--- src/rtl/sram_axi_bridge_mc_if.sv ---
// sram_axi_bridge_mc_if
//   Bundles the sram-like requestor side and the single-beat AXI3 master
//   side of the multi-channel bridge.
//   Modports:
//     master - the bridge: takes ch_* requests, drives addr_ok/data_ok/rdata,
//              and acts as the AXI master (AR/AW/W valids, R/B readies).
//     slave  - the environment: the requestors plus the AXI slave.
//   Per-channel packing: ch_size ch i at [2i+1:2i], ch_addr/ch_wdata ch i at
//   [32i+31:32i].
interface sram_axi_bridge_mc_if #(
  parameter int NUM_CH = 2,
  parameter int ID_W   = 4
);
  // sram-like requestors
  logic [NUM_CH-1:0]    ch_req;
  logic [NUM_CH-1:0]    ch_wr;
  logic [2*NUM_CH-1:0]  ch_size;
  logic [32*NUM_CH-1:0] ch_addr;
  logic [32*NUM_CH-1:0] ch_wdata;
  logic [NUM_CH-1:0]    ch_addr_ok;
  logic [NUM_CH-1:0]    ch_data_ok;
  logic [31:0]          ch_rdata;
  // AXI read address / data
  logic [ID_W-1:0]      arid;
  logic [31:0]          araddr;
  logic [7:0]           arlen;
  logic [2:0]           arsize;
  logic [1:0]           arburst;
  logic [1:0]           arlock;
  logic [3:0]           arcache;
  logic [2:0]           arprot;
  logic                 arvalid;
  logic                 arready;
  logic [ID_W-1:0]      rid;
  logic [31:0]          rdata;
  logic [1:0]           rresp;
  logic                 rlast;
  logic                 rvalid;
  logic                 rready;
  // AXI write address / data / response
  logic [ID_W-1:0]      awid;
  logic [31:0]          awaddr;
  logic [7:0]           awlen;
  logic [2:0]           awsize;
  logic [1:0]           awburst;
  logic [1:0]           awlock;
  logic [3:0]           awcache;
  logic [2:0]           awprot;
  logic                 awvalid;
  logic                 awready;
  logic [ID_W-1:0]      wid;
  logic [31:0]          wdata;
  logic [3:0]           wstrb;
  logic                 wlast;
  logic                 wvalid;
  logic                 wready;
  logic [ID_W-1:0]      bid;
  logic [1:0]           bresp;
  logic                 bvalid;
  logic                 bready;

  modport master (
    input  ch_req, ch_wr, ch_size, ch_addr, ch_wdata,
    output ch_addr_ok, ch_data_ok, ch_rdata,
    output arid, araddr, arlen, arsize, arburst, arlock, arcache, arprot, arvalid,
    input  arready,
    input  rid, rdata, rresp, rlast, rvalid,
    output rready,
    output awid, awaddr, awlen, awsize, awburst, awlock, awcache, awprot, awvalid,
    input  awready,
    output wid, wdata, wstrb, wlast, wvalid,
    input  wready,
    input  bid, bresp, bvalid,
    output bready
  );

  modport slave (
    output ch_req, ch_wr, ch_size, ch_addr, ch_wdata,
    input  ch_addr_ok, ch_data_ok, ch_rdata,
    input  arid, araddr, arlen, arsize, arburst, arlock, arcache, arprot, arvalid,
    output arready,
    output rid, rdata, rresp, rlast, rvalid,
    input  rready,
    input  awid, awaddr, awlen, awsize, awburst, awlock, awcache, awprot, awvalid,
    output awready,
    input  wid, wdata, wstrb, wlast, wvalid,
    output wready,
    output bid, bresp, bvalid,
    input  bready
  );
endinterface

--- src/rtl/sram_axi_bridge_mc.sv ---
// sram_axi_bridge_mc
//   Multi-channel sram-like to AXI3 bridge. NUM_CH requestors are arbitrated
//   by independent read and write round-robin arbiters; one single-beat read
//   and one single-beat write may be outstanding at the same time. A read
//   whose word address matches an in-flight or same-cycle-granted write is
//   held back until the write completes.
//   Ports:
//     clk   - clock, all logic on posedge
//     reset - synchronous active-high reset
//     bus   - sram_axi_bridge_mc_if.master (requestor side + AXI master side)
module sram_axi_bridge_mc #(
  parameter int NUM_CH = 2,
  parameter int ID_W   = 4
) (
  input  logic                 clk,
  input  logic                 reset,
  sram_axi_bridge_mc_if.master bus
);
  localparam int CH_W = (NUM_CH > 1) ? $clog2(NUM_CH) : 1;

  typedef enum logic [1:0] {R_IDLE, R_AR, R_R} r_state_e;
  typedef enum logic [1:0] {W_IDLE, W_REQ, W_B} w_state_e;

  function automatic logic [3:0] wstrb_f(input logic [1:0] size, input logic [1:0] lo);
    case (size)
      2'd0:    wstrb_f = 4'b0001 << lo;
      2'd1:    wstrb_f = lo[1] ? 4'b1100 : 4'b0011;
      default: wstrb_f = 4'b1111;
    endcase
  endfunction

  // Returns {found, index}: first eligible channel at or above ptr, else the
  // lowest eligible channel (wrap-around of the round-robin search).
  function automatic logic [CH_W:0] rr_pick(input logic [NUM_CH-1:0] elig,
                                            input logic [CH_W-1:0]   ptr);
    logic            hi_f;
    logic            lo_f;
    logic [CH_W-1:0] hi_s;
    logic [CH_W-1:0] lo_s;
    hi_f = 1'b0;
    lo_f = 1'b0;
    hi_s = '0;
    lo_s = '0;
    for (int i = 0; i < NUM_CH; i++) begin
      if (!hi_f && elig[i] && (i >= int'(ptr))) begin
        hi_f = 1'b1;
        hi_s = CH_W'(i);
      end
      if (!lo_f && elig[i]) begin
        lo_f = 1'b1;
        lo_s = CH_W'(i);
      end
    end
    rr_pick = hi_f ? {1'b1, hi_s} : {lo_f, lo_s};
  endfunction

  function automatic logic [CH_W-1:0] rr_next(input logic [CH_W-1:0] g);
    rr_next = (int'(g) == NUM_CH - 1) ? '0 : g + 1'b1;
  endfunction

  // state
  r_state_e        r_state_q, r_state_d;
  logic [31:0]     r_addr_q, r_addr_d;
  logic [1:0]      r_size_q, r_size_d;
  logic [CH_W-1:0] r_id_q, r_id_d;
  logic [CH_W-1:0] rd_ptr_q, rd_ptr_d;

  w_state_e        w_state_q, w_state_d;
  logic [31:0]     w_addr_q, w_addr_d;
  logic [1:0]      w_size_q, w_size_d;
  logic [31:0]     w_data_q, w_data_d;
  logic [CH_W-1:0] w_id_q, w_id_d;
  logic            aw_done_q, aw_done_d;
  logic            w_done_q, w_done_d;
  logic [CH_W-1:0] wr_ptr_q, wr_ptr_d;

  // a set bit means the channel has an accepted, not yet completed request
  logic [NUM_CH-1:0] busy_q, busy_d;

  // arbitration
  logic [NUM_CH-1:0] wr_elig, rd_elig, haz;
  logic [NUM_CH-1:0] wr_gnt, rd_gnt, wr_dok, rd_dok;
  logic              wr_found, rd_found;
  logic [CH_W-1:0]   wr_sel, rd_sel;
  logic [31:0]       wr_gaddr, wr_gdata, rd_gaddr;
  logic [1:0]        wr_gsize, rd_gsize;

  always_comb begin
    wr_elig  = '0;
    rd_elig  = '0;
    haz      = '0;
    wr_gnt   = '0;
    rd_gnt   = '0;
    wr_gaddr = '0;
    wr_gdata = '0;
    wr_gsize = '0;
    rd_gaddr = '0;
    rd_gsize = '0;

    // Write side first: the read hazard check needs the same-cycle write grant.
    for (int i = 0; i < NUM_CH; i++)
      wr_elig[i] = bus.ch_req[i] & bus.ch_wr[i] & ~busy_q[i] & (w_state_q == W_IDLE);
    {wr_found, wr_sel} = rr_pick(wr_elig, wr_ptr_q);
    for (int i = 0; i < NUM_CH; i++) begin
      wr_gnt[i] = wr_found && (int'(wr_sel) == i);
      if (wr_gnt[i]) begin
        wr_gaddr = bus.ch_addr[32*i +: 32];
        wr_gdata = bus.ch_wdata[32*i +: 32];
        wr_gsize = bus.ch_size[2*i +: 2];
      end
    end

    for (int i = 0; i < NUM_CH; i++) begin
      haz[i] = ((w_state_q != W_IDLE) && (bus.ch_addr[32*i+2 +: 30] == w_addr_q[31:2])) ||
               (wr_found && (bus.ch_addr[32*i+2 +: 30] == wr_gaddr[31:2]));
      rd_elig[i] = bus.ch_req[i] & ~bus.ch_wr[i] & ~busy_q[i] & (r_state_q == R_IDLE) & ~haz[i];
    end
    {rd_found, rd_sel} = rr_pick(rd_elig, rd_ptr_q);
    for (int i = 0; i < NUM_CH; i++) begin
      rd_gnt[i] = rd_found && (int'(rd_sel) == i);
      if (rd_gnt[i]) begin
        rd_gaddr = bus.ch_addr[32*i +: 32];
        rd_gsize = bus.ch_size[2*i +: 2];
      end
    end
  end

  // completions are routed by the latched channel index, not by rid/bid
  always_comb begin
    rd_dok = '0;
    wr_dok = '0;
    for (int i = 0; i < NUM_CH; i++) begin
      rd_dok[i] = (r_state_q == R_R) && bus.rvalid && (int'(r_id_q) == i);
      wr_dok[i] = (w_state_q == W_B) && bus.bvalid && (int'(w_id_q) == i);
    end
  end

  // read FSM next state
  always_comb begin
    r_state_d = r_state_q;
    r_addr_d  = r_addr_q;
    r_size_d  = r_size_q;
    r_id_d    = r_id_q;
    rd_ptr_d  = rd_ptr_q;
    case (r_state_q)
      R_IDLE: if (rd_found) begin
        r_state_d = R_AR;
        r_addr_d  = rd_gaddr;
        r_size_d  = rd_gsize;
        r_id_d    = rd_sel;
        rd_ptr_d  = rr_next(rd_sel);
      end
      R_AR:    if (bus.arready) r_state_d = R_R;
      R_R:     if (bus.rvalid)  r_state_d = R_IDLE;
      default: r_state_d = R_IDLE;
    endcase
  end

  // write FSM next state; AW and W handshakes are tracked separately
  always_comb begin
    w_state_d = w_state_q;
    w_addr_d  = w_addr_q;
    w_size_d  = w_size_q;
    w_data_d  = w_data_q;
    w_id_d    = w_id_q;
    aw_done_d = aw_done_q;
    w_done_d  = w_done_q;
    wr_ptr_d  = wr_ptr_q;
    case (w_state_q)
      W_IDLE: if (wr_found) begin
        w_state_d = W_REQ;
        w_addr_d  = wr_gaddr;
        w_size_d  = wr_gsize;
        w_data_d  = wr_gdata;
        w_id_d    = wr_sel;
        aw_done_d = 1'b0;
        w_done_d  = 1'b0;
        wr_ptr_d  = rr_next(wr_sel);
      end
      W_REQ: begin
        if ((aw_done_q || bus.awready) && (w_done_q || bus.wready)) begin
          w_state_d = W_B;
          aw_done_d = 1'b0;
          w_done_d  = 1'b0;
        end else begin
          aw_done_d = aw_done_q | bus.awready;
          w_done_d  = w_done_q | bus.wready;
        end
      end
      W_B:     if (bus.bvalid) w_state_d = W_IDLE;
      default: w_state_d = W_IDLE;
    endcase
  end

  assign busy_d = (busy_q | rd_gnt | wr_gnt) & ~(rd_dok | wr_dok);

  always_ff @(posedge clk) begin
    if (reset) begin
      r_state_q <= R_IDLE;
      r_addr_q  <= '0;
      r_size_q  <= '0;
      r_id_q    <= '0;
      rd_ptr_q  <= '0;
      w_state_q <= W_IDLE;
      w_addr_q  <= '0;
      w_size_q  <= '0;
      w_data_q  <= '0;
      w_id_q    <= '0;
      aw_done_q <= 1'b0;
      w_done_q  <= 1'b0;
      wr_ptr_q  <= '0;
      busy_q    <= '0;
    end else begin
      r_state_q <= r_state_d;
      r_addr_q  <= r_addr_d;
      r_size_q  <= r_size_d;
      r_id_q    <= r_id_d;
      rd_ptr_q  <= rd_ptr_d;
      w_state_q <= w_state_d;
      w_addr_q  <= w_addr_d;
      w_size_q  <= w_size_d;
      w_data_q  <= w_data_d;
      w_id_q    <= w_id_d;
      aw_done_q <= aw_done_d;
      w_done_q  <= w_done_d;
      wr_ptr_q  <= wr_ptr_d;
      busy_q    <= busy_d;
    end
  end

  // requestor side
  assign bus.ch_addr_ok = rd_gnt | wr_gnt;
  assign bus.ch_data_ok = rd_dok | wr_dok;
  assign bus.ch_rdata   = bus.rdata;

  // AXI read
  assign bus.arid    = ID_W'(r_id_q);
  assign bus.araddr  = r_addr_q;
  assign bus.arlen   = 8'd0;
  assign bus.arsize  = {1'b0, r_size_q};
  assign bus.arburst = 2'b01;
  assign bus.arlock  = 2'b00;
  assign bus.arcache = 4'd0;
  assign bus.arprot  = 3'd0;
  assign bus.arvalid = (r_state_q == R_AR);
  assign bus.rready  = (r_state_q == R_R);

  // AXI write
  assign bus.awid    = ID_W'(w_id_q);
  assign bus.awaddr  = w_addr_q;
  assign bus.awlen   = 8'd0;
  assign bus.awsize  = {1'b0, w_size_q};
  assign bus.awburst = 2'b01;
  assign bus.awlock  = 2'b00;
  assign bus.awcache = 4'd0;
  assign bus.awprot  = 3'd0;
  assign bus.awvalid = (w_state_q == W_REQ) && !aw_done_q;
  assign bus.wid     = ID_W'(w_id_q);
  assign bus.wdata   = w_data_q;
  assign bus.wstrb   = wstrb_f(w_size_q, w_addr_q[1:0]);
  assign bus.wlast   = 1'b1;
  assign bus.wvalid  = (w_state_q == W_REQ) && !w_done_q;
  assign bus.bready  = (w_state_q == W_B);

  // response IDs and status are not used for routing or error reporting
  logic unused_axi;
  assign unused_axi = ^{bus.rid, bus.rresp, bus.rlast, bus.bid, bus.bresp};
endmodule

--- src/flat_wrapper.sv ---
// flat-port wrapper written by rule: the top's interface ports become plain ports
module sram_axi_bridge_mc_flat 
#(
  parameter int NUM_CH = 2,
  parameter int ID_W   = 4
)
  (clk, reset, bus_ch_req, bus_ch_wr, bus_ch_size, bus_ch_addr, bus_ch_wdata, bus_ch_addr_ok, bus_ch_data_ok, bus_ch_rdata, bus_arid, bus_araddr, bus_arlen, bus_arsize, bus_arburst, bus_arlock, bus_arcache, bus_arprot, bus_arvalid, bus_arready, bus_rid, bus_rdata, bus_rresp, bus_rlast, bus_rvalid, bus_rready, bus_awid, bus_awaddr, bus_awlen, bus_awsize, bus_awburst, bus_awlock, bus_awcache, bus_awprot, bus_awvalid, bus_awready, bus_wid, bus_wdata, bus_wstrb, bus_wlast, bus_wvalid, bus_wready, bus_bid, bus_bresp, bus_bvalid, bus_bready);
  sram_axi_bridge_mc_if #(.NUM_CH(NUM_CH), .ID_W(ID_W)) bus_i ();
  input  logic clk;
  input  logic reset;
  input wire logic [$bits(bus_i.ch_req)-1:0] bus_ch_req;
  input wire logic [$bits(bus_i.ch_wr)-1:0] bus_ch_wr;
  input wire logic [$bits(bus_i.ch_size)-1:0] bus_ch_size;
  input wire logic [$bits(bus_i.ch_addr)-1:0] bus_ch_addr;
  input wire logic [$bits(bus_i.ch_wdata)-1:0] bus_ch_wdata;
  output wire logic [$bits(bus_i.ch_addr_ok)-1:0] bus_ch_addr_ok;
  output wire logic [$bits(bus_i.ch_data_ok)-1:0] bus_ch_data_ok;
  output wire logic [$bits(bus_i.ch_rdata)-1:0] bus_ch_rdata;
  output wire logic [$bits(bus_i.arid)-1:0] bus_arid;
  output wire logic [$bits(bus_i.araddr)-1:0] bus_araddr;
  output wire logic [$bits(bus_i.arlen)-1:0] bus_arlen;
  output wire logic [$bits(bus_i.arsize)-1:0] bus_arsize;
  output wire logic [$bits(bus_i.arburst)-1:0] bus_arburst;
  output wire logic [$bits(bus_i.arlock)-1:0] bus_arlock;
  output wire logic [$bits(bus_i.arcache)-1:0] bus_arcache;
  output wire logic [$bits(bus_i.arprot)-1:0] bus_arprot;
  output wire logic [$bits(bus_i.arvalid)-1:0] bus_arvalid;
  input wire logic [$bits(bus_i.arready)-1:0] bus_arready;
  input wire logic [$bits(bus_i.rid)-1:0] bus_rid;
  input wire logic [$bits(bus_i.rdata)-1:0] bus_rdata;
  input wire logic [$bits(bus_i.rresp)-1:0] bus_rresp;
  input wire logic [$bits(bus_i.rlast)-1:0] bus_rlast;
  input wire logic [$bits(bus_i.rvalid)-1:0] bus_rvalid;
  output wire logic [$bits(bus_i.rready)-1:0] bus_rready;
  output wire logic [$bits(bus_i.awid)-1:0] bus_awid;
  output wire logic [$bits(bus_i.awaddr)-1:0] bus_awaddr;
  output wire logic [$bits(bus_i.awlen)-1:0] bus_awlen;
  output wire logic [$bits(bus_i.awsize)-1:0] bus_awsize;
  output wire logic [$bits(bus_i.awburst)-1:0] bus_awburst;
  output wire logic [$bits(bus_i.awlock)-1:0] bus_awlock;
  output wire logic [$bits(bus_i.awcache)-1:0] bus_awcache;
  output wire logic [$bits(bus_i.awprot)-1:0] bus_awprot;
  output wire logic [$bits(bus_i.awvalid)-1:0] bus_awvalid;
  input wire logic [$bits(bus_i.awready)-1:0] bus_awready;
  output wire logic [$bits(bus_i.wid)-1:0] bus_wid;
  output wire logic [$bits(bus_i.wdata)-1:0] bus_wdata;
  output wire logic [$bits(bus_i.wstrb)-1:0] bus_wstrb;
  output wire logic [$bits(bus_i.wlast)-1:0] bus_wlast;
  output wire logic [$bits(bus_i.wvalid)-1:0] bus_wvalid;
  input wire logic [$bits(bus_i.wready)-1:0] bus_wready;
  input wire logic [$bits(bus_i.bid)-1:0] bus_bid;
  input wire logic [$bits(bus_i.bresp)-1:0] bus_bresp;
  input wire logic [$bits(bus_i.bvalid)-1:0] bus_bvalid;
  output wire logic [$bits(bus_i.bready)-1:0] bus_bready;
  assign bus_i.ch_req = bus_ch_req;
  assign bus_i.ch_wr = bus_ch_wr;
  assign bus_i.ch_size = bus_ch_size;
  assign bus_i.ch_addr = bus_ch_addr;
  assign bus_i.ch_wdata = bus_ch_wdata;
  assign bus_ch_addr_ok = bus_i.ch_addr_ok;
  assign bus_ch_data_ok = bus_i.ch_data_ok;
  assign bus_ch_rdata = bus_i.ch_rdata;
  assign bus_arid = bus_i.arid;
  assign bus_araddr = bus_i.araddr;
  assign bus_arlen = bus_i.arlen;
  assign bus_arsize = bus_i.arsize;
  assign bus_arburst = bus_i.arburst;
  assign bus_arlock = bus_i.arlock;
  assign bus_arcache = bus_i.arcache;
  assign bus_arprot = bus_i.arprot;
  assign bus_arvalid = bus_i.arvalid;
  assign bus_i.arready = bus_arready;
  assign bus_i.rid = bus_rid;
  assign bus_i.rdata = bus_rdata;
  assign bus_i.rresp = bus_rresp;
  assign bus_i.rlast = bus_rlast;
  assign bus_i.rvalid = bus_rvalid;
  assign bus_rready = bus_i.rready;
  assign bus_awid = bus_i.awid;
  assign bus_awaddr = bus_i.awaddr;
  assign bus_awlen = bus_i.awlen;
  assign bus_awsize = bus_i.awsize;
  assign bus_awburst = bus_i.awburst;
  assign bus_awlock = bus_i.awlock;
  assign bus_awcache = bus_i.awcache;
  assign bus_awprot = bus_i.awprot;
  assign bus_awvalid = bus_i.awvalid;
  assign bus_i.awready = bus_awready;
  assign bus_wid = bus_i.wid;
  assign bus_wdata = bus_i.wdata;
  assign bus_wstrb = bus_i.wstrb;
  assign bus_wlast = bus_i.wlast;
  assign bus_wvalid = bus_i.wvalid;
  assign bus_i.wready = bus_wready;
  assign bus_i.bid = bus_bid;
  assign bus_i.bresp = bus_bresp;
  assign bus_i.bvalid = bus_bvalid;
  assign bus_bready = bus_i.bready;
  sram_axi_bridge_mc #(.NUM_CH(NUM_CH), .ID_W(ID_W)) u_core (.clk(clk), .reset(reset), .bus(bus_i));
endmodule
--- config.mk ---
export PLATFORM = sky130hd
export DESIGN_NAME = sram_axi_bridge_mc_flat
export DESIGN_NICKNAME = d
export VERILOG_FILES = /design/src/rtl/sram_axi_bridge_mc_if.sv /design/src/rtl/sram_axi_bridge_mc.sv /design/src/flat_wrapper.sv
export SDC_FILE = /design/constraint.sdc
export NUM_CORES = 1
export LEC_CHECK = 0
export BUFFER_PORTS_ARGS = -buffer_cell sky130_fd_sc_hd__buf_2
export CAP_MARGIN = 5
export CORE_AREA = 4 4 149 151
export DETAILED_ROUTE_END_ITERATION = 8
export DIE_AREA = 0 0 153 155
export PLACE_DENSITY = 0.59
export REMOVE_ABC_BUFFERS = 1
export SYNTH_ARGS = -nofsm -noshare
export SYNTH_HDL_FRONTEND = slang
export SYNTH_SLANG_ARGS = --single-unit
--- constraint.sdc ---
create_clock -name clk -period 3.7 [get_ports clk]
set_input_delay 0.74 -clock clk [delete_from_list [all_inputs] [get_ports clk]]
set_output_delay 0.74 -clock clk [all_outputs]
set_load 0.03 [all_outputs]
== Yosys cells after proc, flatten, opt, wreduce, memory -nomap -nowiden ==
Cells that the tools add are included.
Word-level totals
  register bits after elaboration: 112
  bits of input ports: 188
  output and inout port bits: 198
Operators by class
  $add $sub $neg: 2
  order comparisons: 2
  eq/ne operators: 15
  shift operators: 1
  multiplexer cells: 41
  bitwise gates (word level): 32
  reductions and logical operators: 43
Operators with widths (count)
  $mux 32: 6
  $eq 30x30->1: 4
  $mux 2: 12
  $logic_and 1x1->1: 23
  $mux 1: 17
  $and 1x1->1: 14
  $pmux 2 s3: 2
  $not 1->1: 10
  $ne 2x1->1 const B: 4
  $or 2x2->2: 4
  $pmux 4 s2: 1
  $eq 2x1->1 const B: 3
  $logic_not 1->1: 6
  $logic_not 2->1: 3
  $reduce_and 2->1: 3
  $reduce_and 3->1: 2
  $eq 2x2->1 const B: 2
  $logic_or 1x1->1: 4
  $mux 4: 1
  $ne 2x2->1 const B: 2
  $pmux 1 s2: 2
  $reduce_bool 2->1: 2
  $shl 1x2->4 const A: 1
  $add 1x1->1 const B: 2
  other kinds (4): 6

== Depth between registers and ports, before layout ==
Gate-level depths: netlist of the first run.
  depth in word-level cells: 29
  mapped depth: 12

== Worst setup path before layout of the first run ==
Ideal clock, no wire load.
  path type: input to output
  from: input bus_ch_req[1]
  to: output bus_ch_addr_ok[0]
  arrival time: 2724 ps
  data required time: 2960 ps
  slack: 236 ps
  stages on the path: 10
  buffers on the path: 2
  cells stage by stage: and3b_1 and2_1 buf_2 a21boi_0 a2111o_1 o21ai_1 a41oi_1 buf_2 nor2b_1 or2_2
Between the ends
  longest elaborated chain between the ends: 24
  elaborated cells on any way between the ends: 43
RTL lines
  from (decl): line flat_wrapper.sv:11  | input wire logic [$bits(bus_i.ch_req)-1:0] bus_ch_req;
  $and 1x1->1 (3 in a row): line sram_axi_bridge_mc.sv:102  | wr_elig[i] = bus.ch_req[i] & bus.ch_wr[i] & ~busy_q[i] & (w_state_q == W_IDLE);
  $logic_and 1x1->1, on equally long branches: line sram_axi_bridge_mc.sv:49, sram_axi_bridge_mc.sv:45
  $mux 1, on equally long branches: line sram_axi_bridge_mc.sv:49, sram_axi_bridge_mc.sv:45
  $mux 2: line sram_axi_bridge_mc.sv:54  | rr_pick = hi_f ? {1'b1, hi_s} : {lo_f, lo_s};
  $not 1->1: line sram_axi_bridge_mc.sv:105  | wr_gnt[i] = wr_found && (int'(wr_sel) == i);
  $logic_and 1x1->1: line sram_axi_bridge_mc.sv:105
  $mux 32 (2 in a row): line sram_axi_bridge_mc.sv:106  | if (wr_gnt[i]) begin
  $eq 30x30->1: line sram_axi_bridge_mc.sv:115  | (wr_found && (bus.ch_addr[32*i+2 +: 30] == wr_gaddr[31:2]));
  [5 not listed]
  $mux 1: line sram_axi_bridge_mc.sv:45  | if (!hi_f && elig[i] && (i >= int'(ptr))) begin
  $logic_not 1->1: line sram_axi_bridge_mc.sv:45
  $logic_and 1x1->1: line sram_axi_bridge_mc.sv:45
  $mux 1: line sram_axi_bridge_mc.sv:45
  $mux 2: line sram_axi_bridge_mc.sv:54
  $not 1->1: line sram_axi_bridge_mc.sv:120  | rd_gnt[i] = rd_found && (int'(rd_sel) == i);
  $logic_and 1x1->1: line sram_axi_bridge_mc.sv:120
  $or 2x2->2 (*): line sram_axi_bridge_mc.sv:232  | assign bus.ch_addr_ok = rd_gnt | wr_gnt;
  to (decl): line flat_wrapper.sv:16  | output wire logic [$bits(bus_i.ch_addr_ok)-1:0] bus_ch_addr_ok;
Every way passes the cells marked *; elsewhere a longest branch is shown, timed or not.

== Final worst setup path of the first run ==
  from: input bus_ch_wr[1]
  to: output bus_ch_addr_ok[1]
Between the ends
  longest elaborated chain between the ends: 23
  elaborated cells on any way between the ends: 43
RTL lines
  from (decl): line flat_wrapper.sv:12  | input wire logic [$bits(bus_i.ch_wr)-1:0] bus_ch_wr;
  $and 1x1->1 (3 in a row): line sram_axi_bridge_mc.sv:102
  $logic_and 1x1->1, on equally long branches: line sram_axi_bridge_mc.sv:49, sram_axi_bridge_mc.sv:45
  $mux 1, on equally long branches: line sram_axi_bridge_mc.sv:49, sram_axi_bridge_mc.sv:45
  $mux 2: line sram_axi_bridge_mc.sv:54
  $not 1->1: line sram_axi_bridge_mc.sv:105
  $logic_and 1x1->1: line sram_axi_bridge_mc.sv:105
  $mux 32 (2 in a row): line sram_axi_bridge_mc.sv:106
  $eq 30x30->1: line sram_axi_bridge_mc.sv:115
  [4 not listed]
  $logic_and 1x1->1: line sram_axi_bridge_mc.sv:45
  $mux 1: line sram_axi_bridge_mc.sv:45
  $logic_not 1->1: line sram_axi_bridge_mc.sv:45
  $logic_and 1x1->1: line sram_axi_bridge_mc.sv:45
  $mux 1: line sram_axi_bridge_mc.sv:45
  $mux 2: line sram_axi_bridge_mc.sv:54
  $logic_and 1x1->1: line sram_axi_bridge_mc.sv:120
  $or 2x2->2 (*): line sram_axi_bridge_mc.sv:232
Marked as above.

==> results of run 1 <==
[per-stage QoR]
| step | utilization, % | TNS, ps | hold slack, ps | power [W] | area, um2 |
|---|---|---|---|---|---|
| finish | 43.3 | 0 | 482 | 0.00407 | 9010 |
| global route | 43.3 | -1.10 | 515 | 0.00426 | 9010 |
| CTS | 42.6 | 0 | 487 | 0.00409 | 8880 |
| detailed placement | 40.9 | -32.6 | 477 | 0.00292 | 8520 |
| global placement | 40.9 | -52.6 | 471 | 0.00291 | 8520 |
| floorplan | - | -253340 | 453 | 0.00234 | 6220 |
[timing repair]
item | CTS | global route
cloned | 0 | 1
pin swaps | 2 | 8
setup buffers | 0 | 2
endpoints found under the setup margin | 2 | 2
resized for setup | 5 | 22
[sequential cells by signal, indices dropped and copies added, names as in the netlist]
register and flops:
u_core.bus.araddr 32, u_core.bus.awaddr 32, u_core.bus.wdata 32, u_core.busy_q 2
u_core.r_size_q 2, u_core.r_state_q 2, u_core.w_size_q 2, u_core.w_state_q 2
u_core.aw_done_q 1, u_core.r_id_q 1, u_core.rd_ptr_q 1, u_core.w_done_q 1
u_core.w_id_q 1, u_core.wr_ptr_q 1
[synthesized netlist by cell type, drive strengths merged, types with 3 or more instances]
cell type,number
nor2,166
dfxtp,112
buf,109
xor2,60
nor4,55
clkbuf,39
a221o,34
nor4b,34
a211oi,33
a21oi,30
inv,27
nand2b,22
mux2i,15
nand2,14
nor2b,13
nand3,10
o21ai,9
nand4,8
o2111ai,6
o211ai,6
a2111oi,4
nor3,4
o21bai,4
o22ai,4
a222oi,3
o221ai,3
xnor2,3
[tightest hold or removal path: cells and delay by family, from the launching register on]
family	cells	cell delay (ps)
DFF	1	310
AOI/OAI and AO/OA	1	70
buffers and inverters	1	60
[report_power, final]
| group | switching [W] | internal, W | leakage, nW |
|---|---|---|---|
| logic | 0.000949 | 0.000496 | 3.22 |
| clock network | 0.000468 | 0.000693 | 0.168 |
| registers | 0.000118 | 0.00135 | 0.923 |
[logic make-up (layout without fill, tap and decap cells)]
kind of cell              count (synthesis)  after routing  share of synthesized area, %
DFF                                     112            112                          32.1
xor gates and xnor gates                 63             63                          7.89
muxes                                    15             15                          2.15
buffers and inverters                   175            378                          15.0
other                                     2             50                         0.107
AOI/OAI and AO/OA                       159            159                          17.9
and+or+nand+nor                         334            334                          24.8
[cell type report]
| type | count | area share [%] |
|---|---|---|
| Clock buffer | 11 | 2.81 |
| Clock inverter | 3 | 1.00 |
| Inverter | 27 | 1.13 |
| Multi-Input combinational cell | 621 | 44.1 |
| Sequential cell | 112 | 24.9 |
| Tap cell | 275 | 3.82 |
| Timing Repair Buffer | 337 | 22.3 |
[routing by layer]
metal  track usage (%)  share of wire (%)  up-vias
li1                  -                  -     3439
met1              28.2                 42     3365
met2              35.4                 45      341
met3              9.12                 10       40
met4              5.56                1.8       10
met5              3.11               0.41        -
[final timing paths]
path / cells after the start / slack (ps) / endpoint / startpoint
worst max-delay path: 12 / 50 / bus_ch_addr_ok[1] / bus_ch_wr[1]
worst min-delay path: 2 / 480 / u_core.busy_q[1]$_SDFF_PP0_ / u_core.busy_q[1]$_SDFF_PP0_
worst max register to register: 12 / 750 / u_core.bus.araddr[8]$_SDFFE_PP0P_ / u_core.busy_q[0]$_SDFF_PP0_
worst min register to register: 2 / 480 / u_core.busy_q[1]$_SDFF_PP0_ / u_core.busy_q[1]$_SDFF_PP0_
==> run summary, run 1 <==
Final setup viols -> 0
Leak -> 4.31 nW
Crit-path cells -> buf_6, and3b_2, buf_6, buf_6, o211ai_1, a222oi_1, nand4_1, a2111oi_4, nand2b_4, a21o_1, nand2_1, buf_6
First-pass iteration count of the detailed router -> 6
First-pass GRT wire length -> 41200 um
Wire per inst -> 20.3 um
Synth warnings -> 0
Critical Path Max Stage Delay -> 470 ps
Via density -> 5.19
Crit Path Class -> in2out
Crit start category -> primary input
Slew headroom -> 49.1%
Multi-input gate area -> 3970 um2
Clock skew -> 13.3 ps
Core Area -> 20800 um2
Final period utilization -> 98.5%
Setup WS post-layout -> 54.4 ps
EDFF count, synth -> 0
Cts hold-fix bufs -> 0
Placed cell count -> 1369
Post-synthesis instance total -> 860
CTS Root Cell -> clkbuf_16
MaxCap Viol Count -> 0
Synthesized area -> 6990 um2
Top Ports -> 386
RD Place Congestion -> 0.956
Routed Antenna Nets -> 0
Biggest area consumer among synthesized cells -> dfxtp_1
CP arrival -> 2910 ps
Final hold vios -> 0
Critical-path top delay cell -> a2111oi_4
Fin nets -> 1296
Maximum VDD drop -> 0.221 mV
Ant. Diodes -> 0
Area added between synthesis and finish -> 28.9%
Critical Path Fanout Max -> 4
Overall Global Routing Usage -> 22.3%
Initial DRC count -> 414
Maximum root-to-sink buffer count -> 2
Die extent in x -> 153 um
Total CTS buffers -> 9
HP Class -> reg2reg
Area fraction of the dominant cell type after synthesis -> 32.1%
Netlist cell types -> 57
Synth Area per Inst -> 8.13 um2
Most common cell after layout, fill and taps aside -> buf_2
Fillers -> 2166
Sequential fraction of the synthesis area -> 32.1%
Commonest non-fill, non-tap cells in the layout -> buf_2, nor2_1, dfxtp_1
Worst slack, placed -> -26.7 ps
DP HPWL -> 22000 um
Power per cell area -> 452 nW/um2
Register area -> 2240 um2
Worst EP required -> 2960 ps
Final std cells w/o fill -> 1386
Post-route DRC violation count -> 0
Port Buffers -> 258
Clk slew on worst S/H paths -> 70 ps
CP Capture Type -> primary output
Clk sinks -> 112
Row cnt -> 53
DR vias -> 7195
Seq cells post-synth -> 112
Top delay family on crit path -> compound AO/OA/AOI/OAI gates
GRT overflow -> 0
Pin count of the biggest net entering global routing -> 58
CTS tree -> yes
Min cycle time layout -> 3650 ps
Initial antenna violation count -> 4
Fmax -> 274 MHz
Ys flop type -> dfxtp_1
Fin. max-slew vios -> 0
Vias in the first global route -> 6853
Asr flop ratio synth -> 0%
Layout cells sized above 1 -> 33.7%
Die Ht -> 155 um
Status -> completed
Critical Path Most Common Cell -> buf_6
Clock latency on the worst-skew pair -> 360 ps
Die area -> 23700 um2
Initial core utilization -> 33.6%
Worst Max-Slew Pin Slew -> 763 ps
Synth top area cells -> dfxtp_1, buf_4, nor2_1
Drt total wl -> 28100 um
RSZ-0062 raised after global routing -> true
Htree depth -> 3
Worst path bufs/invs -> 4
Power figures use the tool's default switching activity.
==> run 2: changes to the inputs <==
ABC_AREA = 1   (was not set)
CORE_AREA = not set   (was 4 4 149 151)
CORE_ASPECT_RATIO = 0.6   (was not set)
CORE_MARGIN = 4   (was not set)
CORE_UTILIZATION = 43   (was not set)
DIE_AREA = not set   (was 0 0 153 155)
PLACE_DENSITY = 0.71   (was 0.59)
==> run summary, run 2 <==
CTS tree -> yes
GR peak layer -> met1
Placed cell count -> 1758 (+28%)
Die area -> 20800 um2 (-12%)
Reg-to-Reg End -> u_core.r_size_q[1]$_SDFFE_PP0P_
GRT overflow -> 0 (unchanged)
Worst path bufs/invs -> 6 (+2)
Slew headroom -> 29.4% (-20 points)
Initial DRC count -> 1163 (+180%)
Sequential fraction of the synthesis area -> 28.3% (-3.8 points)
Crit-path cells -> buf_2, inv_1, nor2_2, nand3_2, nand2_4, nand2_4, buf_12, buf_12, nand3_4, nand2_1, nor2_2, nand2_2, nor2_2, nand3_2, nand3_2, nand3_2, buf_4, nand2_2, buf_6
R2R Setup Slk -> 460 ps (-290 ps)
Via density -> 5.38 (+3.7%)
Setup WS post-layout -> 66.2 ps (+11.8 ps)
Asr flop ratio synth -> 0% (unchanged)
Critical-path top delay cell -> nor2_2
Seq cells post-synth -> 112 (unchanged)
Final setup viols -> 0 (unchanged)
Final period utilization -> 98.2% (-0.32 points)
RSZ-0062 raised after global routing -> true
Ant. Diodes -> 0 (unchanged)
Power per cell area -> 446 nW/um2 (-1.3%)
M1 GR Usage -> 47.3% (+19 points)
Design Power -> 0.00443 W (+8.8%)
Clk sinks -> 112 (unchanged)
DR vias -> 9590 (+33%)
Synthesized area -> 7940 um2 (+14%)
DP HPWL -> 26900 um (+22%)
Top delay family on crit path -> simple AND/OR/NAND/NOR gates
Area added between synthesis and finish -> 25.1%
Most common cell after layout, fill and taps aside -> nand2_1
Status -> completed
Final hold vios -> 0 (unchanged)
Min cycle time layout -> 3630 ps (-11.8 ps)
Fin. max-slew vios -> 0 (unchanged)
Wire per inst -> 19.7 um (-2.9%)
Clock skew -> 8.46 ps (-4.84 ps)
HP Class -> reg2reg
Maximum VDD drop -> 0.287 mV (+30%)
Worst Max-Slew Pin Slew -> 1060 ps (+296 ps)
Routing usage on met3 -> 14.2% (+5.1 points)
Critical Path Most Common Cell -> nand3_2
Routed Antenna Nets -> 0 (unchanged)
Vias in the first global route -> 8647 (+26%)
Post-DP Area -> 9380 um2 (+10%)
MaxCap Viol Count -> 0 (unchanged)
Pin count of the biggest net entering global routing -> 80 (+38%)
Die Ht -> 113 um (-27%)
Critical Path Max Stage Delay -> 160 ps (-310 ps)
Clock latency on the worst-skew pair -> 370 ps (about the same)
Final std cells w/o fill -> 1782 (+29%)
Fillers -> 1881 (-13%)
Min-Delay Startpoint -> u_core.bus.wdata[8]$_SDFFE_PP0P_
CP Capture Type -> primary output
Core Area -> 18100 um2 (-13%)
Hold Path Cell Cnt -> 2 (unchanged)
Grt met2 use -> 42.8% (+7.4 points)
Htree depth -> 3 (unchanged)
Synth warnings -> 0 (unchanged)
Top Ports -> 386 (unchanged)
CP arrival -> 2890 ps (-20 ps)
Synth top area cells -> dfxtp_1, nand2_1, nand3_1
Biggest area consumer among synthesized cells -> dfxtp_1
Maximum root-to-sink buffer count -> 2 (unchanged)
Post-route DRC violation count -> 0 (unchanged)
Die extent in x -> 183 um (+20%)
Layout cells sized above 1 -> 26.7% (-7.0 points)
Ys flop type -> dfxtp_1
Fin nets -> 1725 (+33%)
Initial antenna violation count -> 0 (-4)
Clk slew on worst S/H paths -> 70 ps (about the same)
Total CTS buffers -> 9 (unchanged)
Hold endpoint -> u_core.bus.wdata[8]$_SDFFE_PP0P_
Worst slack, placed -> -145 ps (-118 ps)
Crit start category -> primary input
Drt total wl -> 35100 um (+25%)
Fmax -> 275 MHz (+0.32%)
EDFF count, synth -> 0 (unchanged)
Worst EP required -> 2960 ps (about the same)
Row cnt -> 38 (-28%)
Port Buffers -> 258 (unchanged)
CTS Root Cell -> clkbuf_16
Crit Path Class -> in2out
First-pass iteration count of the detailed router -> 7 (+1)
Post-synthesis instance total -> 1287 (+50%)
Netlist cell types -> 35 (-39%)
Most common cell in the netlist -> nand2_1
RD Place Congestion -> 1.01 (+5.6%)
Overall Global Routing Usage -> 32.3% (+10 points)
Register area -> 2240 um2 (unchanged)
Synth Area per Inst -> 6.17 um2 (-24%)
Commonest cells post-synth -> nand2_1, nor2_1, nand3_1
Setup TNS -> 0 ps (unchanged)
Design area -> 9930 um2 (+10%)
Initial core utilization -> 43.9% (+10 points)
First-pass GRT wire length -> 51600 um (+25%)
FF-to-FF Start -> u_core.w_state_q[0]$_SDFFE_PP0P_
Commonest non-fill, non-tap cells in the layout -> nand2_1, buf_2, nor2_1
Area fraction of the dominant cell type after synthesis -> 28.3% (-3.8 points)
Multi-input gate area -> 4460 um2 (+12%)
Leak -> 5.27 nW (+22%)
Critical Path Fanout Max -> 13 (+9)
R2R cell count -> 22 (+10)
-- run 2: cell count changes in the layout (fill, tap and decap cells not counted), moves of 29 or more --
cell / change
a221o_1: -34
o21ai_0: +29
nor4b_1: -34
nand4_1: +33
nand3_1: +148
nor4_1: -49
xor2_1: -54
a31oi_1: +34
inv_1: +125
nand2_1: +273
-- run 2: layout make-up --
| type | count | share of cell area, % |
|---|---|---|
| timing repair buffer | 341 | 20.5 |
| clock buffer | 10 | 2.41 |
| clock inverter | 6 | 0.680 |
| tap | 240 | 3.02 |
| sequential | 112 | 22.6 |
| inverter | 157 | 5.96 |
| multi-input combinational | 916 | 44.9 |
-- run 2: worst min-delay path: cells and delay by family, from the launching register on --
kind,cells,cell delay [ps]
DFF,1,310
and+or+nand+nor,1,60
AOI/OAI and AO/OA,1,70
-- run 2: worst max-delay path by stage --
stage | from | endpoint | slack, ps | cells past startpoint
finish | bus_ch_req[1] | bus_ch_addr_ok[1] | 70 | 19
global route | bus_ch_req[1] | bus_ch_addr_ok[1] | -50 | 19
global placement | bus_ch_req[1] | bus_ch_addr_ok[0] | -110 | 18
floorplan | bus_ch_req[0] | bus_ch_addr_ok[0] | -2140 | 17
detailed placement | bus_ch_req[1] | bus_ch_addr_ok[0] | -140 | 18
CTS | bus_ch_req[1] | bus_ch_addr_ok[1] | 7 | 20
-- run 2: kinds of logic (layout without fill, tap and decap cells) --
group / Yosys count / in the layout / share of synthesized area (%)
AND/OR/NAND/NOR: 705 / 705 / 38.4
buffers and inverters: 307 / 514 / 19.7
AO/OA/AOI/OAI: 142 / 142 / 11.4
flip-flops: 112 / 112 / 28.3
XOR/XNOR: 19 / 19 / 2.10
other: 2 / 50 / 0.0946
-- run 2: stage by stage --
stage	utilization [%]	hold WS, ps
after global routing	55.0	504
final	55.0	485
after CTS	53.9	487
after detailed placement	51.9	473
after floorplan	-	438
after global placement	51.9	472
-- run 2: what timing repair did --
item                       in CTS  in global routing
setup buffers                   2                  6
gates resized for setup        10                 41
hold buffers                    0                  0
setup endpoints to repair       2                  2
pin swaps                       1                 18
-- run 2: where the power goes --
part           internal (W)  leakage, nW  switching, W
logic              0.000614         4.20       0.00131
clock network      0.000549        0.150      0.000501
registers           0.00135        0.920      0.000109
total               0.00251         5.27       0.00192
-- run 2: routing by layer --
layer,up-vias,share of wire (%)
met2,638,38
met5,-,0.38
li1,4557,-
met3,38,15
met4,2,1.5
met1,4355,44
==> run 3: changes to the inputs <==
CELL_PAD_IN_SITES_DETAIL_PLACEMENT = 2   (was not set)
CELL_PAD_IN_SITES_GLOBAL_PLACEMENT = 2   (was not set)
CORE_UTILIZATION = 23   (was 43)
PLACE_DENSITY = 0.78   (was 0.71)
==> run summary, run 3 (synthesis results as in run 2) <==
Commonest non-fill, non-tap cells in the layout -> nand2_1, buf_2, nor2_1
Initial DRC count -> 873 (-25%)
Failing checks -> setup timing
Die area -> 37600 um2 (+81%)
Min-Delay Startpoint -> u_core.bus.wdata[15]$_SDFFE_PP0P_
Maximum VDD drop -> 0.275 mV (-4.1%)
GRT overflow -> 0 (unchanged)
Layout cells sized above 1 -> 28.9% (+2.2 points)
DR vias -> 10183 (+6.2%)
Core Area -> 33900 um2 (+88%)
Initial antenna violation count -> 2 (+2)
Min cycle time layout -> 3720 ps (+84.6 ps)
RD Place Congestion -> 0.929 (-7.9%)
Register area -> 2240 um2 (+0.11%)
Worst Max-Slew Pin Slew -> 650 ps (-409 ps)
Wire per inst -> 23.2 um (+18%)
GR peak layer -> met2
MaxCap Viol Count -> 0 (unchanged)
Fmax -> 269 MHz (-2.3%)
Multi-input gate area -> 4590 um2 (+3.1%)
HP Class -> reg2reg
Top Ports -> 386 (unchanged)
Overall Global Routing Usage -> 24.3% (-8.0 points)
First-pass GRT wire length -> 69300 um (+34%)
M1 GR Usage -> 34.6% (-13 points)
Maximum root-to-sink buffer count -> 2 (unchanged)
Crit start category -> primary input
Vias in the first global route -> 10719 (+24%)
Row cnt -> 52 (+37%)
Htree depth -> 3 (unchanged)
Die Ht -> 152 um (+34%)
Clk sinks -> 112 (unchanged)
Leak -> 5.53 nW (+4.8%)
Grt met2 use -> 36.1% (-6.7 points)
Hold slack -> 493 ps (+8.39 ps)
Final period utilization -> 100% (+2.3 points)
Routing usage on met3 -> 7.91% (-6.3 points)
Clock skew -> 14.7 ps (+6.26 ps)
Post-DP Area -> 9910 um2 (+5.6%)
Slew headroom -> 56.2% (+27 points)
Final hold vios -> 0 (unchanged)
Fillers -> 4150 (+120%)
Worst EP required -> 2960 ps (about the same)
Final std cells w/o fill -> 2042 (+15%)
CP arrival -> 2980 ps (+90 ps)
Crit Path Class -> in2out
CTS Root Cell -> clkbuf_16
Pin count of the biggest net entering global routing -> 44 (-45%)
Status -> finished with violations
Via density -> 4.99 (-7.3%)
Cts hold-fix bufs -> 0 (unchanged)
Die extent in x -> 248 um (+35%)
Critical Path Fanout Max -> 7 (-6)
Power per cell area -> 445 nW/um2 (-0.39%)
DP HPWL -> 36400 um (+36%)
Most common cell after layout, fill and taps aside -> nand2_1
Initial core utilization -> 23.4% (-21 points)
Post-route DRC violation count -> 0 (unchanged)
Drt total wl -> 47400 um (+35%)
Fin. max-slew vios -> 0 (unchanged)
Total CTS buffers -> 9 (unchanged)
Port Buffers -> 258 (unchanged)
First-pass iteration count of the detailed router -> 5 (-2)
Clock latency on the worst-skew pair -> 390 ps (+20 ps)
FF-to-FF Start -> u_core.w_state_q[1]$_SDFFE_PP0P_
Final setup viols -> 1 (+1)
Routed Antenna Nets -> 0 (unchanged)
CP Capture Type -> primary output
Fin nets -> 1767 (+2.4%)
Design area -> 10800 um2 (+8.3%)
Launch point of the critical path -> bus_ch_req[0]
Area added between synthesis and finish -> 35.5%
Placed cell count -> 2011 (+14%)
Clk slew on worst S/H paths -> 90 ps (+20 ps)
CTS tree -> yes
Setup WS post-layout -> -18.4 ps (-84.6 ps)
Ant. Diodes -> 0 (unchanged)
RSZ-0062 raised after global routing -> true
==> run 3: cell types whose count changed in the layout (fill, tap and decap cells not counted), sizes merged <==
cell      change
buf          +41
clkinv        -3
clkbuf        +2
clkinvlp      +1
==> run 3: repair_timing <==
action | 4_1_cts | 5_1_grt
buffers inserted | 16 | 0
endpoints found under the setup margin | 2 | 3
gates cloned | 1 | 1
pin swaps | 24 | 24
gates resized for setup | 56 | 38
==> run 3: worst paths after layout <==
path	to	slack [ps]	cells after the start
setup / recovery	bus_ch_addr_ok[0]	-20	20
hold / removal	u_core.bus.wdata[15]$_SDFFE_PP0P_	490	2
setup reg to reg	u_core.bus.araddr[3]$_SDFFE_PP0P_	320	22
hold reg to reg	u_core.bus.wdata[15]$_SDFFE_PP0P_	490	2
==> run 3: area by class of cell <==
class / instances / area share (%)
Multi-Input combinational cell: 916 / 42.7
Timing Repair Buffer: 383 / 22.7
Sequential cell: 112 / 20.9
Inverter: 157 / 5.64
Tap cell: 459 / 5.34
Clock buffer: 11 / 2.26
Clock inverter: 4 / 0.500
==> run 3: report_power, final <==
group,leakage (nW),switching (W),total [W],internal (W)
Combinational,4.47,0.00149,0.00221,0.000721
Clock,0.138,0.000556,0.00110,0.000546
Sequential,0.921,0.000118,0.00147,0.00135
Total,5.53,0.00216,0.00478,0.00262
==> run 3: per-layer routing <==
layer | up-vias | share of wire (%)
met5 | - | 0.015
met4 | 2 | 1.5
met3 | 40 | 9.3
met2 | 385 | 43
met1 | 5121 | 46
li1 | 4635 | -
==> run 3: worst max-delay path: stages <==
cell and delay (ps):
buf_2 80, nand2_1 70, nor2_4 180, buf_6 130, nand2_4 60, nand2_8 80
buf_12 150, buf_12 150, inv_8 40, o211ai_1 250, nand2_1 120, nor2_1 120
nand2_1 90, nor2_2 160, nand3_4 130, nand2_4 90, nand2_4 60, nand2_4 60
nand2_2 50, buf_6 130
==> run 3: per-stage QoR <==
| step | power (W) | utilization [%] | worst slack, ps | setup TNS [ps] |
|---|---|---|---|---|
| 2_1_floorplan | 0.00254 | - | -2140 | -54950 |
| 3_3_place_gp | 0.00343 | 29.2 | -274 | -5540 |
| 3_5_place_dp | 0.00351 | 29.2 | -329 | -8780 |
| 4_1_cts | 0.00474 | 31.2 | 3.82 | 0 |
| 5_1_grt | 0.00504 | 31.7 | -106 | -198 |
| 6_report | 0.00478 | 31.7 | -18.4 | -18.4 |
